### config.mk
export PLATFORM = sky130hd
export DESIGN_NAME = ctrl_seq
export DESIGN_NICKNAME = d
export VERILOG_FILES = /design/src/rtl/ctrl_seq_pkg.sv /design/src/rtl/ctrl_decode.sv /design/src/rtl/ctrl_seq.sv
export SDC_FILE = /design/constraint.sdc
export NUM_CORES = 1
export LEC_CHECK = 0
export ABC_AREA = 1
export CAP_MARGIN = 20
export CELL_PAD_IN_SITES_DETAIL_PLACEMENT = 1
export CELL_PAD_IN_SITES_GLOBAL_PLACEMENT = 2
export CORE_ASPECT_RATIO = 0.7
export CORE_UTILIZATION = 25
export CTS_BUF_LIST = sky130_fd_sc_hd__clkbuf_4 sky130_fd_sc_hd__clkbuf_8
export DETAILED_ROUTE_END_ITERATION = 8
export PLACE_DENSITY_LB_ADDON = 0.1
export SLEW_MARGIN = 20
export SYNTH_ARGS = -nofsm -noshare
export SYNTH_HDL_FRONTEND = slang
export SYNTH_SLANG_ARGS = --single-unit
### constraint.sdc
create_clock -name clk -period 2.82 [get_ports clk]
set_clock_uncertainty 0.05 [all_clocks]
set_input_delay 0.564 -clock clk [delete_from_list [all_inputs] [get_ports clk]]
set_output_delay 0.564 -clock clk [all_outputs]
set_load 0.005 [all_outputs]
### src/rtl/ctrl_seq_pkg.sv
// ctrl_seq_pkg: ALU opcodes, instruction opcodes, sequencer states and decode bundle for ctrl_seq.
package ctrl_seq_pkg;
  typedef enum logic [5:0] {
    ALU_NOP, ALU_LSL, ALU_LSR, ALU_STR, ALU_LDR, ALU_EMK, ALU_ADD, ALU_SUB,
    ALU_AND, ALU_ANDI, ALU_ORR, ALU_ORRI, ALU_MOV, ALU_MOVI, ALU_BEQ
  } alu_op_t;
  localparam logic [3:0] OP_LSL  = 4'h0;
  localparam logic [3:0] OP_LSR  = 4'h1;
  localparam logic [3:0] OP_STR  = 4'h2;
  localparam logic [3:0] OP_LDR  = 4'h3;
  localparam logic [3:0] OP_EMK  = 4'h4;
  localparam logic [3:0] OP_ADD  = 4'h5;
  localparam logic [3:0] OP_SUB  = 4'h6;
  localparam logic [3:0] OP_AND  = 4'h7;
  localparam logic [3:0] OP_ANDI = 4'h8;
  localparam logic [3:0] OP_ORR  = 4'h9;
  localparam logic [3:0] OP_ORRI = 4'hA;
  localparam logic [3:0] OP_MOV  = 4'hB;
  localparam logic [3:0] OP_MOVI = 4'hC;
  localparam logic [3:0] OP_BEQ  = 4'hD;
  localparam logic [3:0] OP_HALT = 4'hE;
  // 4'hF is the only unassigned opcode and decodes as illegal
  typedef enum logic [2:0] {
    S_IDLE, S_FETCH, S_DECODE, S_EXEC, S_MEM, S_WB, S_HALT
  } ctrl_state_t;
  typedef struct packed {
    alu_op_t alu_op;
    logic    uses_imm;
    logic    is_mem;
    logic    is_store;
    logic    is_branch;
    logic    writes_rf;
    logic    sets_ov;
    logic    illegal;
  } dec_t;
endpackage

### src/rtl/ctrl_decode.sv
// ctrl_decode: combinational opcode -> ALU op and control flags.
module ctrl_decode
  import ctrl_seq_pkg::*;
(
  input  logic [3:0] op_i,
  output dec_t       dec_o
);
  always_comb begin
    dec_o = '0;
    dec_o.writes_rf = 1'b1;
    case (op_i)
      OP_LSL:  begin dec_o.alu_op = ALU_LSL;  dec_o.uses_imm = 1'b1; end
      OP_LSR:  begin dec_o.alu_op = ALU_LSR;  dec_o.uses_imm = 1'b1; end
      OP_STR:  begin
        dec_o.alu_op    = ALU_STR;
        dec_o.uses_imm  = 1'b1;
        dec_o.is_mem    = 1'b1;
        dec_o.is_store  = 1'b1;
        dec_o.writes_rf = 1'b0;
      end
      OP_LDR:  begin
        dec_o.alu_op   = ALU_LDR;
        dec_o.uses_imm = 1'b1;
        dec_o.is_mem   = 1'b1;
        dec_o.sets_ov  = 1'b1;
      end
      OP_EMK:  dec_o.alu_op = ALU_EMK;
      OP_ADD:  begin dec_o.alu_op = ALU_ADD;  dec_o.sets_ov = 1'b1; end
      OP_SUB:  begin dec_o.alu_op = ALU_SUB;  dec_o.sets_ov = 1'b1; end
      OP_AND:  dec_o.alu_op = ALU_AND;
      OP_ANDI: begin dec_o.alu_op = ALU_ANDI; dec_o.uses_imm = 1'b1; end
      OP_ORR:  dec_o.alu_op = ALU_ORR;
      OP_ORRI: begin dec_o.alu_op = ALU_ORRI; dec_o.uses_imm = 1'b1; end
      OP_MOV:  dec_o.alu_op = ALU_MOV;
      OP_MOVI: begin dec_o.alu_op = ALU_MOVI; dec_o.uses_imm = 1'b1; end
      OP_BEQ:  begin
        dec_o.alu_op    = ALU_BEQ;
        dec_o.uses_imm  = 1'b1;
        dec_o.is_branch = 1'b1;
        dec_o.writes_rf = 1'b0;
      end
      OP_HALT: dec_o.writes_rf = 1'b0;
      default: begin dec_o.writes_rf = 1'b0; dec_o.illegal = 1'b1; end
    endcase
  end
endmodule

### src/rtl/ctrl_seq.sv
// ctrl_seq: multi-cycle fetch/decode/exec sequencer driving the 8-bit ALU.
// Define CTRL_CYCLE_CNT_EN to build the saturating 16-bit run-cycle counter.
module ctrl_seq
  import ctrl_seq_pkg::*;
#(
  parameter int PC_W   = 8,
  parameter int MEM_TO = 15
) (
  input  logic            clk,
  input  logic            reset_n,
  input  logic            start_i,
  output logic [PC_W-1:0] instr_addr_o,
  input  logic [8:0]      instr_i,
  output logic [5:0]      alu_op_o,
  output logic [7:0]      imm_o,
  output logic [2:0]      rf_rt_addr_o,
  output logic            rf_we_o,
  input  logic [7:0]      alu_result_i,
  input  logic            alu_ov_i,
  output logic            ov_o,
  output logic            mem_req_o,
  output logic            mem_we_o,
  input  logic            mem_ack_i,
  output logic            done_o,
  output logic            err_o,
  output logic [15:0]     cycle_cnt_o
);
  localparam int TO_W = $clog2(MEM_TO + 1);
  ctrl_state_t     state_q, state_d;
  logic [PC_W-1:0] pc_q, pc_d, br_off;
  logic [8:0]      instr_q, instr_d;
  logic            ov_q, ov_d, err_q, err_d, busy;
  logic [TO_W-1:0] to_q, to_d;
  logic [3:0]      op;
  dec_t            dec;
  // DECODE looks at the ROM word directly; later states use the latched copy
  assign op     = (state_q == S_DECODE) ? instr_i[8:5] : instr_q[8:5];
  assign br_off = {{(PC_W-5){instr_q[4]}}, instr_q[4:0]};
  ctrl_decode u_dec (.op_i(op), .dec_o(dec));
  always_comb begin
    state_d = state_q;
    pc_d    = pc_q;
    instr_d = instr_q;
    ov_d    = ov_q;
    err_d   = err_q;
    to_d    = to_q;
    case (state_q)
      S_IDLE:   state_d = start_i ? S_FETCH : S_IDLE;
      S_FETCH:  state_d = S_DECODE;
      S_DECODE: begin
        instr_d = instr_i;
        state_d = (op == OP_HALT || dec.illegal) ? S_HALT : S_EXEC;
        err_d   = err_q | dec.illegal;
      end
      S_EXEC: begin
        to_d    = '0;
        state_d = dec.is_mem ? S_MEM : dec.is_branch ? S_FETCH : S_WB;
        if (dec.is_branch)
          pc_d = pc_q + ((alu_result_i == 8'd0) ? br_off : PC_W'(1));
      end
      S_MEM: begin
        if (mem_ack_i) begin
          state_d = dec.is_store ? S_FETCH : S_WB;
          pc_d    = dec.is_store ? pc_q + 1'b1 : pc_q;
        end else if (to_q == TO_W'(MEM_TO - 1)) begin
          state_d = S_HALT;
          err_d   = 1'b1;
        end else begin
          to_d = to_q + 1'b1;
        end
      end
      S_WB: begin
        state_d = S_FETCH;
        pc_d    = pc_q + 1'b1;
        ov_d    = dec.sets_ov ? alu_ov_i : ov_q;
      end
      S_HALT: begin
        state_d = start_i ? S_FETCH : S_HALT;
        pc_d    = start_i ? '0 : pc_q;
        err_d   = start_i ? 1'b0 : err_q;
      end
      default: state_d = S_IDLE;
    endcase
  end
  always_ff @(posedge clk or negedge reset_n) begin
    if (!reset_n) begin
      state_q <= S_IDLE;
      pc_q    <= '0;
      instr_q <= '0;
      ov_q    <= 1'b0;
      err_q   <= 1'b0;
      to_q    <= '0;
    end else begin
      state_q <= state_d;
      pc_q    <= pc_d;
      instr_q <= instr_d;
      ov_q    <= ov_d;
      err_q   <= err_d;
      to_q    <= to_d;
    end
  end
  // ALU controls stay valid from EXEC until the instruction leaves WB/MEM
  assign busy         = state_q inside {S_EXEC, S_MEM, S_WB};
  assign alu_op_o     = busy ? dec.alu_op : ALU_NOP;
  assign imm_o        = (busy && dec.uses_imm) ? {3'b000, instr_q[4:0]} : 8'd0;
  assign rf_rt_addr_o = busy ? instr_q[4:2] : 3'd0;
  assign rf_we_o      = (state_q == S_WB) && dec.writes_rf;
  assign mem_req_o    = (state_q == S_MEM);
  assign mem_we_o     = mem_req_o && dec.is_store;
  assign done_o       = (state_q == S_HALT);
  assign err_o        = err_q;
  assign ov_o         = ov_q;
  assign instr_addr_o = pc_q;
`ifdef CTRL_CYCLE_CNT_EN
  logic [15:0] cnt_q, cnt_d;
  logic        parked;
  // the cycle that drops into HALT is not counted, so a run's count freezes on its last active cycle
  assign parked = (state_q == S_IDLE) || (state_q == S_HALT);
  assign cnt_d  = parked ? ((state_d == S_FETCH) ? 16'd0 : cnt_q)
                         : ((state_d != S_HALT && cnt_q != 16'hFFFF) ? cnt_q + 1'b1 : cnt_q);
  always_ff @(posedge clk or negedge reset_n) begin
    if (!reset_n) cnt_q <= '0;
    else          cnt_q <= cnt_d;
  end
  assign cycle_cnt_o = cnt_q;
`else
  assign cycle_cnt_o = 16'd0;
`endif
endmodule

==> run summary <==
Status: finished clean
Sequential Power Share: 0.219
Slowest-stage cell, CP: clkdlybuf4s50_1
I/O Buffers: 47
LEAKAGE: 1.59 nW
Clk root buf: clkbuf_8
Vias in the first global route: 2,135
Via-to-Cell Ratio: 4.35
Ys flop type: dfrtp_1
Post-Syn Instances: 299
Ratio of final minimum period to clock period: 0.965
Routed WL: 6.39 mm
Skew-Pair Late Insertion Delay: 0.27 ns
Total Nets Final: 428
Yosys warns: 0
DR pass1 iterations: 4
DIE AREA: 8540 µm²
Top post-synthesis cells by area: dfrtp_1, nand2_1, nor2_1
Crit-path cells: clkdlybuf4s50_1 > inv_1 > nand4_1 > nand2_2 > o21ai_2 > buf_4 > nor2_1 > clkdlybuf4s50_1
Final setup viols: 0
Worst min-delay path class: register to register
Synth Register Bits: 26
Fin. max-slew vios: 0
F_max: 368 MHz
RSZ-0062 raised after global routing: true
Synth top area share: 0.319
Antenna viol nets, final: 0
Via count: 2,152
Final HPWL DP: 5.17 mm
Starting Density: 0.258
Total GRT Usage: 0.157
Cell Area, Synth: 2040 µm²
Worst path required time: 2.21 ns
Crit Reg-Reg Endpoint: instr_addr_o[6]$_DFFE_PN0P_
Synth unique cells: 32
Largest net degree at the start of global routing: 27
Antenna violations before repair: 0
Count leader, synth: nand2_1
Cell Area, Placed: 2810 µm²
Number of CTS-inserted buffers: 3
CP startpoint kind: input port
Fin. Hold Viols: 0
DR iter-0 viols: 38
NetSw: 1.33 mW
Reg-to-reg startpoint: state_q[1]$_DFFE_PN0P_
GRT overflow: 0
CP Class: input port to primary output
Clk buf depth: 2
Area Overhead vs Synth: 48.3%
Post-synth top area cell: dfrtp_1
Final core utilization: 0.383
Aggregate negative setup slack: 0 ns
Sink Count: 26
Clock transition at path regs: 0.09 ns
Comb pwr share: 0.705
Internal power: 1.56 mW
Post-route cell area: 3030 µm²
Die width: 110 µm
First-pass GRT wire length: 10.4 mm
CP Max Fanout: 4
Flop-to-flop setup slack: 0.41 ns
Post-route minimum period: 2.72 ns
R2R depth: 16
Hold path startpoint: to_q[3]$_DFFE_PN0P_
# diodes: 0
Clk pwr share: 0.076
Maximum VDD drop: 0.000408 V
Post-synthesis area per instance: 6.83 µm²
Slowest stage delay, CP: 0.51 ns
H-tree levels: 1
EDFF count, synth: 0
Most frequent CP cell: clkdlybuf4s50_1
Core box area: 7910 µm²
Worst Hold Path EP: to_q[3]$_DFFE_PN0P_
Sequential fraction of the synthesis area: 0.319
MaxCap Viol Count: 0
Setup WS post-layout: 0.0994 ns
Routability-driven placement congestion ratio: 0.740
DRC violation count after routing: 0
Net Sw Frac: 0.460
TritonCTS clock tree: built
Overall Power: 2.90 mW
Hold path cells: 1
Async SR Flop Fraction: 1.00
Die height: 77.6 µm
I/O pin count: 69
Place WS: -0.198 ns
Pwr per Cell Area: 957 nW/µm²
Wirelength per Cell: 12.9 µm
Share of cells above drive strength 1: 0.226
Synth top cells by count: nand2_1, nor2_1, inv_1, dfrtp_1, buf_4
Critical Path AT: 2.11 ns
Cell row count: 27
Setup crit end kind: primary output
## critical path, delay by kind of cell
kind	cells	cell delay, ns
buffers and inverters	4	1.14
and+or+nand+nor	3	0.31
AOI/OAI and AO/OA	1	0.08
## state kept, by name (all words and copies together), names as in the netlist
name and flops:
to_q 4, ov_o 1, state_q 3, err_o 1, instr_addr_o 8, instr_q 9
## through the flow
step | hold slack [ns] | cells
3_3_place_gp | 0.409 | 479
2_1_floorplan | 0.218 | 319
4_1_cts | 0.437 | 488
6_report | 0.428 | 495
3_5_place_dp | 0.421 | 479
5_1_grt | 0.454 | 495
## worst max path at each step
stage	start	end	slack, ns	cells past startpoint
after CTS	state_q[2]$_DFFE_PN0P_	alu_op_o[0]	0.006	10
after global routing	instr_i[7]	imm_o[1]	-0.01	10
final	instr_i[6]	alu_op_o[0]	0.1	8
after floorplan	alu_result_i[7]	instr_addr_o[7]$_DFFE_PN0P_	0.58	16
after global placement	instr_i[6]	alu_op_o[2]	-0.22	6
after detailed placement	alu_result_i[7]	instr_addr_o[5]$_DFFE_PN0P_	-0.20	17
## cells by family (layout without fill, tap and decap cells)
kind of cell / after synthesis / after routing / synth area share
AND/OR/NAND/NOR: 164 / 164 / 0.349
AO/OA/AOI/OAI: 32 / 32 / 0.0944
other: 1 / 21 / 0.00184
buffers and inverters: 63 / 138 / 0.159
XOR/XNOR: 3 / 3 / 0.0129
adder cells (fa/ha/maj): 10 / 10 / 0.0650
flip-flops: 26 / 26 / 0.319
## final cells by class
class	instances	area, µm²
clock buffer	3	41.3
fill	995	4880
inverter	39	146
multi-input combinational	230	1230
sequential	26	652
tap	101	126
timing repair buffer	96	828
## power groups by stage
stage	sequential (mW)	clock, mW	combinational (mW)
after detailed placement	0.647	0	1.81
final	0.634	0.220	2.04
after global routing	0.652	0.240	2.29
after global placement	0.642	0	1.78
after floorplan	0.622	0	0.951
after CTS	0.641	0.230	1.92
## what timing repair did
item / in CTS / in global routing
gates resized for setup: 22 / 22
setup buffers: 6 / 7
setup endpoints to repair: 11 / 8
hold buffers: 0 / 0
pin swaps: 3 / 10
## routing by layer
layer  track usage  up-vias  routed length (µm)  part of all wire
met5             0        -                   0                 0
met4        0.0160        0                  41            0.0064
met3        0.0328        4                 297             0.047
met2         0.232       48                2550              0.40
met1         0.240      991                3500              0.55
li1              -     1109                   -                 -
## layout by cell type, fill, tap and decap left out, types with 3 or more instances in the layout
cell	synthesis	layout
nand2_2	3	11
nand2_1	82	73
inv_2	3	5
clkbuf_8	0	3
clkdlybuf4s50_1	0	37
nand3_2	2	3
xnor2_1	3	3
nor2_2	1	4
conb_1	1	21
buf_4	21	49
o21ai_0	14	13
dlygate4sd2_1	0	6
nand3_1	15	13
ha_1	9	9
dfrtp_1	26	25
inv_1	36	34
a21oi_1	8	7
nor2_1	43	39
nand4_1	15	15
(Power assumes the default switching activity.)
